==> config.mk <==
export PLATFORM = sky130hd
export DESIGN_NAME = lbist_session_ctrl
export DESIGN_NICKNAME = d
export VERILOG_FILES = /design/src/rtl/lbist_session_ctrl.sv
export SDC_FILE = /design/constraint.sdc
export NUM_CORES = 1
export LEC_CHECK = 0
export ABC_AREA = 1
export CORE_MARGIN = 5
export CORE_UTILIZATION = 50
export CTS_CLUSTER_SIZE = 14
export DETAILED_ROUTE_END_ITERATION = 8
export PLACE_DENSITY = 0.73
export SYNTH_ARGS = -nofsm -noshare
export SYNTH_HDL_FRONTEND = slang
export SYNTH_SLANG_ARGS = --single-unit
export TNS_END_PERCENT = 50
==> constraint.sdc <==
create_clock -name clk -period 2.9 [get_ports clk]
set_input_delay 0.29 -clock clk [delete_from_list [all_inputs] [get_ports clk]]
set_output_delay 0.29 -clock clk [all_outputs]
set_load 0.01 [all_outputs]
==> src/rtl/lbist_session_ctrl.sv <==
// Logic-BIST session sequencer for riscv_core_bist: reset, pattern run, settle,
// result check, then release the core to functional mode or park it in reset.
//
// state    | meaning
// IDLE     | no session since reset; core held in reset
// PRE_RST  | core reset asserted with test_mode high before patterns
// RUN      | core out of reset, test_mode patterns applied
// SETTLE   | MISR/compare flush before go_nogo is trusted
// CHECK    | single cycle; go_nogo sampled into pass/fail
// POST_RST | core reset asserted with test_mode low after the session
// FUNC     | passed; core released with fetch enabled
// HALT     | failed or aborted; core parked in reset
module lbist_session_ctrl #(
  parameter int PATTERN_CYCLES = 1024,
  parameter int RST_CYCLES     = 4,
  parameter int SETTLE_CYCLES  = 2,
  parameter int CNT_WIDTH      = 16
) (
  input  logic                 clk,
  input  logic                 rst,
  input  logic                 start_i,
  input  logic                 abort_i,
  input  logic                 go_nogo_i,
  output logic                 core_rst_o,
  output logic                 test_mode_o,
  output logic                 fetch_enable_o,
  output logic                 busy_o,
  output logic                 done_o,
  output logic                 pass_o,
  output logic                 fail_o,
  output logic [CNT_WIDTH-1:0] pat_cnt_o
);

  typedef enum logic [2:0] {
    IDLE, PRE_RST, RUN, SETTLE, CHECK, POST_RST, FUNC, HALT
  } state_t;

  localparam logic [CNT_WIDTH-1:0] RST_LOAD    = CNT_WIDTH'(RST_CYCLES - 1);
  localparam logic [CNT_WIDTH-1:0] PAT_LOAD    = CNT_WIDTH'(PATTERN_CYCLES - 1);
  localparam logic [CNT_WIDTH-1:0] SETTLE_LOAD = CNT_WIDTH'(SETTLE_CYCLES - 1);
  localparam logic [CNT_WIDTH-1:0] ONE         = CNT_WIDTH'(1);

  state_t               state;
  logic [CNT_WIDTH-1:0] cnt;

  // Output pattern {core_rst, test_mode, busy, fetch_enable} of the state being entered.
  function automatic logic [3:0] state_outs(input state_t s);
    case (s)
      IDLE:                state_outs = 4'b1000;
      PRE_RST:             state_outs = 4'b1110;
      RUN, SETTLE, CHECK:  state_outs = 4'b0110;
      POST_RST:            state_outs = 4'b1010;
      FUNC:                state_outs = 4'b0001;
      default:             state_outs = 4'b1000;
    endcase
  endfunction

  always_ff @(posedge clk) begin
    if (rst) begin
      state     <= IDLE;
      cnt       <= '0;
      {core_rst_o, test_mode_o, busy_o, fetch_enable_o} <= state_outs(IDLE);
      done_o    <= 1'b0;
      pass_o    <= 1'b0;
      fail_o    <= 1'b0;
      pat_cnt_o <= '0;
    end else begin
      case (state)
        IDLE, FUNC, HALT: begin
          if (start_i) begin
            state     <= PRE_RST;
            cnt       <= RST_LOAD;
            {core_rst_o, test_mode_o, busy_o, fetch_enable_o} <= state_outs(PRE_RST);
            done_o    <= 1'b0;
            pass_o    <= 1'b0;
            fail_o    <= 1'b0;
            pat_cnt_o <= '0;
          end
        end
        PRE_RST, RUN, SETTLE, CHECK: begin
          // Abort takes priority over every in-session transition, including CHECK.
          if (abort_i) begin
            state  <= POST_RST;
            cnt    <= RST_LOAD;
            {core_rst_o, test_mode_o, busy_o, fetch_enable_o} <= state_outs(POST_RST);
            pass_o <= 1'b0;
            fail_o <= 1'b1;
          end else begin
            case (state)
              PRE_RST: begin
                if (cnt == '0) begin
                  state <= RUN;
                  cnt   <= PAT_LOAD;
                  {core_rst_o, test_mode_o, busy_o, fetch_enable_o} <= state_outs(RUN);
                end else begin
                  cnt <= cnt - ONE;
                end
              end
              RUN: begin
                pat_cnt_o <= pat_cnt_o + ONE;
                if (cnt == '0) begin
                  state <= SETTLE;
                  cnt   <= SETTLE_LOAD;
                  {core_rst_o, test_mode_o, busy_o, fetch_enable_o} <= state_outs(SETTLE);
                end else begin
                  cnt <= cnt - ONE;
                end
              end
              SETTLE: begin
                if (cnt == '0) begin
                  state <= CHECK;
                  {core_rst_o, test_mode_o, busy_o, fetch_enable_o} <= state_outs(CHECK);
                end else begin
                  cnt <= cnt - ONE;
                end
              end
              default: begin
                state  <= POST_RST;
                cnt    <= RST_LOAD;
                {core_rst_o, test_mode_o, busy_o, fetch_enable_o} <= state_outs(POST_RST);
                pass_o <= go_nogo_i;
                fail_o <= ~go_nogo_i;
              end
            endcase
          end
        end
        POST_RST: begin
          if (cnt == '0) begin
            done_o <= 1'b1;
            if (pass_o) begin
              state <= FUNC;
              {core_rst_o, test_mode_o, busy_o, fetch_enable_o} <= state_outs(FUNC);
            end else begin
              state <= HALT;
              {core_rst_o, test_mode_o, busy_o, fetch_enable_o} <= state_outs(HALT);
            end
          end else begin
            cnt <= cnt - ONE;
          end
        end
        default: begin
          state <= IDLE;
          {core_rst_o, test_mode_o, busy_o, fetch_enable_o} <= state_outs(IDLE);
        end
      endcase
    end
  end

endmodule
# Word level (Yosys, flattened, before mapping)
# Index checks and enable logic that the tools add are counted.
[word_totals]
inputBits = 5
output_inout_bits = 23
reg_bits = 42
elab_cells = 88
[classes]
n_reduce_logical = 12
mux = 47
bitwise = 1
addsub = 2
n_eq_ne = 16
[ops]
columns = ["operator", "n"]
rows = [
  ["$mux 16", 8],
  ["$pmux 16 s3", 2],
  ["$pmux 16 s2", 1],
  ["$mux 1", 21],
  ["$mux 3", 6],
  ["$pmux 3 s3", 2],
  ["$add 16x1->16 const B", 1],
  ["$logic_not 16->1", 1],
  ["$ne 4x4->1 const B", 4],
  ["$sub 16x1->16 const B", 1],
  ["$eq 3x3->1 const B", 4],
  ["$pmux 1 s3", 4],
  ["$reduce_and 3->1", 3],
  ["$ne 2x2->1 const B", 4],
  ["$eq 3x2->1 const B", 2],
  ["$pmux 1 s2", 3],
  ["$reduce_or 3->1", 2],
  ["$reduce_and 5->1", 1],
  ["$reduce_and 4->1", 1],
  ["$reduce_bool 2->1", 2],
  ["$reduce_or 4->1", 1],
  ["$eq 3x1->1 const B", 1],
  ["$logic_not 3->1", 1],
  ["$ne 3x3->1 const B", 1],
  ["$not 1->1", 1],
]

# Longest topological paths before layout
[depth]
ltp_word = 5
depth_mapped = 13
ltp_nobuf = 13

# Worst setup path before layout
# OpenSTA, ideal clock, no wires.
[synth_timing]
path_kind = "reg-to-reg"
from = "register cnt[0]"
to = "register cnt[0]"
slack_ns = 1.279
setup_time_ns = 0.119
required_ns = 2.781
arrival_time_ns = 1.503
stages_incl_launch_ff = 11
period_less_slack_ns = 1.621
n_path_buf = 0
cell_sequence = "dfxtp_1 -> inv_1 -> ha_1 -> inv_1 -> nor2_1 -> nand2_1 -> nor2_4 -> nand2_4 -> ha_1 -> a211oi_1 -> nor2_1"
[synth_via]
elab_chain_cells = 5
elab_cells_between_ends = 8
cone_classes = "1 x add/sub; 6 x mux; 1 x reduce/logical"
[synth_rtl]
columns = ["element", "line", "rtl"]
rows = [
  ["start, declared", "44", "logic [CNT_WIDTH-1:0] cnt;"],
  ["start signal, assigned", "96", "cnt <= cnt - ONE;"],
  ["start signal, assigned", "106", "cnt <= cnt - ONE;"],
  ["start signal, assigned", "114", "cnt <= cnt - ONE;"],
  ["$sub 16x1->16 or $logic_not 16->1 (tied branches)", "n/a", ""],
  ["$mux 16, on equally long branches", "n/a", ""],
  ["$pmux 16 s3", "89", "case (state)"],
  ["$mux 16", "82", "if (abort_i) begin"],
  ["$pmux 16 s3 *", "68", "case (state)"],
]
# Every way passes the cells marked *; elsewhere a longest branch is shown, timed or not.
# A chain may end at the register's enable or synchronous reset.

# Worst setup path in the final report
[layout_timing]
from = "register state[0]"
to = "register pat_cnt_o[1]"
[layout_via]
elab_chain_cells = 4
elab_cells_between_ends = 15
cone_classes = "9 x eq/ne; 1 x mux; 5 x reduce/logical"
[layout_rtl]
columns = ["element", "line", "rtl"]
rows = [
  ["start, declared", "43", "state_t state;"],
  ["start signal, assigned", "60", "state <= IDLE;"],
  ["start signal, assigned", "71", "state <= PRE_RST;"],
  ["start signal, assigned", "83", "state <= POST_RST;"],
  ["$eq 3x2->1 (tied with other cells)", "68", ""],
  ["$reduce_or 4->1 or $reduce_or 3->1 (tied branches)", "68", ""],
  ["$ne 2x2->1 (no line) or $reduce_bool 2->1 (tied branches)", "n/a", ""],
  ["$reduce_and 4->1 (no line)", "n/a", ""],
  ["end signal, assigned", "100", "pat_cnt_o <= pat_cnt_o + ONE;"],
  ["end, declared", "31", "output logic [CNT_WIDTH-1:0] pat_cnt_o"],
]
# Several ways; a longest one is shown, not always the timed one.

==> metrics <==
status=completed; most common cell after layout, fill and taps aside=nand2_1; commonest cells after routing, fill and taps aside=109 x nand2_1, 85 x nor2_1, 48 x inv_1; PwrDens=1080 mW/mm^2; Synth Area per Inst=6.08 um^2; drt initial violations=265; initial antenna violation count=0; Setup Viol. Count Final=0; DR vias/cell=5.36; CP max-delay cell=dfxtp_1; crit end category=register; Ant. Diodes=0; VDD IR-drop max=0.609 mV; synth unique cells=32; Slew Limit Fails=0; vias post-DR=2913; Clock Tree Root=clkbuf_8; Post-CTS Hold Fix Bufs=0; Routed WL per cell=12.8 um; share of cells above drive strength 1=0.0846; H-tree depth=2; syn nets=456; fillers=536; critical-path cell list=inv_2, nand3_2, nand3_1, o21ai_2, nand2_4, inv_4, nand2_1, o21ai_1, nor2_1; FF-to-FF setup slack=0.92 ns; LEAKAGE=0.00134 uW; Longest Clk Path Bufs=2; die width=83.7 um; Starting Density=0.522; post-route ant nets=0; input/output buffers=27; crit-path max FO=16; TritonCTS Buffers=5; Setup Skew=0.00754 ns; area grow syn2layout=14.4%; Boundary Pins=28; global-route wire length before repair=12400 um; setup ws final=0.917 ns; buffers plus inverters on the worst setup path=2; # rows=26; CTS resizes=0; multi-input logic area=0.00160 mm^2; Crit path max-delay family=simple AND/OR/NAND/NOR gates; Worst R2R Path Depth=9; DRT Pass-1 Iters=5; dpl ws=0.876 ns; gpl congestion=0.881; Final Hold Fails=0; Area after DPL=0.00303 mm^2; fin cells=543; Synth area leader=dfxtp_1; Max Cap Viol=0; crit path DAT=2.16 ns; Highest Clock Rate=504 MHz; largest net degree at the start of global routing=21; Worst Path Required=3.08 ns; Post CTS Setup Buffer Count=0; Tmin final=1.98 ns; Die Height=83.7 um; Ys Warns=0; number of global-route vias before repair=2769; DRC errors left=0; post-synthesis sequential area ratio=0.309; Total Routing Usage GR=0.208; FF/Latch Area=841 um^2; worst reg2reg path startpoint=state[0]$_SDFFE_PP0P_; worst stage delay on the critical path=0.48 ns; Worst-path clk slew=0.07 ns; Synth top area share=0.309; Final period util=0.684; worst skew pair latency=0.30 ns; placed insts=537; Final nets=483; WL final=6980 um; Slew @ Worst Pin=0.541 ns; Netlist Area Pre-Place=0.00272 mm^2; Crit Path Category=register to register; Final Util=0.597; relative slew slack=0.638; dominant cells by area after synthesis=dfxtp_1 31%, nand2_1 15%, nor2_1 12%; crit start category=register; Hold Crit Class=register to register; Core ar.=0.00520 mm^2; RSZ-0062 raised after global routing=false; Die Area=0.00701 mm^2; Critical Path Sink=pat_cnt_o[1]$_SDFFE_PP0P_; Gate Count Post-Synth=447; Crit path depth=9; total negative slack=0 ns; #FFs+latches synth=42; Overflow after GRT=0; CP Launch Point=state[0]$_SDFFE_PP0P_; dpl hpwl=5100 um; CTS tree=built; CTS sink cnt=42; R2R Path End=pat_cnt_o[1]$_SDFFE_PP0P_; cell area after layout=0.00311 mm^2
[cells by family (layout without fill, tap and decap cells)]
logic type,count (synthesis),count (layout),synth area share
adders and majority gates,4,4,0.0184
xor gates and xnor gates,2,2,0.00645
DFF,42,42,0.309
buffers and inverters,64,90,0.101
AOI/OAI and AO/OA,61,61,0.118
and+or+nand+nor,274,274,0.446
[per-layer routing]
metal / GRT usage / vias to the layer above / part of all wire
li1: - / 1483 / -
met1: 0.275 / 1317 / 0.48
met2: 0.340 / 101 / 0.45
met3: 0.0424 / 12 / 0.064
met4: 0.0614 / 0 / 0.011
met5: 0 / - / 0
[synth_stat cells]
library cell	count
a31oi_1	1
nor4_1	1
nand2_2	4
a21oi_1	31
nor2_2	6
ha_1	4
o21ai_0	23
nand2_1	109
nor3b_1	1
nand3_2	3
buf_4	1
nor3_1	5
o21ai_2	2
buf_2	3
o21bai_1	1
xnor2_1	1
dfxtp_1	42
xor2_1	1
nand2_4	4
inv_4	2
clkbuf_1	2
o211ai_1	1
nor2_1	85
or2_2	4
a211oi_1	1
inv_2	5
nor2_4	2
inv_1	48
nand3_1	42
o21ai_1	1
buf_6	3
nand4_1	8
[power by group]
part	switching [uW]	internal [uW]
Combinational	1460	682
Clock	202	184
Sequential	131	707
Total	1790	1570
[worst reg2reg max path: stages, from the launching register on]
cell and delay (ns):
dfxtp_1 0.48, inv_2 0.07, nand3_2 0.10, nand3_1 0.41
o21ai_2 0.26, nand2_4 0.17, inv_4 0.18, nand2_1 0.08
o21ai_1 0.08, nor2_1 0.05
[per-stage QoR]
step                hold slack, ns  total power [uW]
floorplan                    0.459              2530
global placement             0.453              2910
detailed placement           0.457              2960
CTS                          0.475              3360
global route                 0.508              3730
finish                       0.472              3370
[state kept, by name, indices dropped and copies added, names as in the netlist]
signal / cells
state: 3
cnt: 16
fetch_enable_o: 1
done_o: 1
test_mode_o: 1
fail_o: 1
core_rst_o: 1
pass_o: 1
busy_o: 1
pat_cnt_o: 16
[layout make-up]
type                    instances  area share
repair buffers                 29      0.0918
inverters                      55      0.0680
flip-flops and latches         42       0.270
multi-input cells             341       0.515
well taps                      70      0.0282
clock buffers                   6      0.0266
[how the worst min path moves through the flow]
stage,start,to,slack (ns),cells past startpoint
after detailed placement,busy_o$_SDFFE_PP0P_,busy_o$_SDFFE_PP0P_,0.46,2
after CTS,busy_o$_SDFFE_PP0P_,busy_o$_SDFFE_PP0P_,0.47,2
after global routing,busy_o$_SDFFE_PP0P_,busy_o$_SDFFE_PP0P_,0.51,2
after global placement,busy_o$_SDFFE_PP0P_,busy_o$_SDFFE_PP0P_,0.45,2
final,busy_o$_SDFFE_PP0P_,busy_o$_SDFFE_PP0P_,0.47,2
after floorplan,cnt[4]$_SDFFE_PP0P_,cnt[4]$_SDFFE_PP0P_,0.46,2
Note: power is estimated with default switching activity, not from simulation.
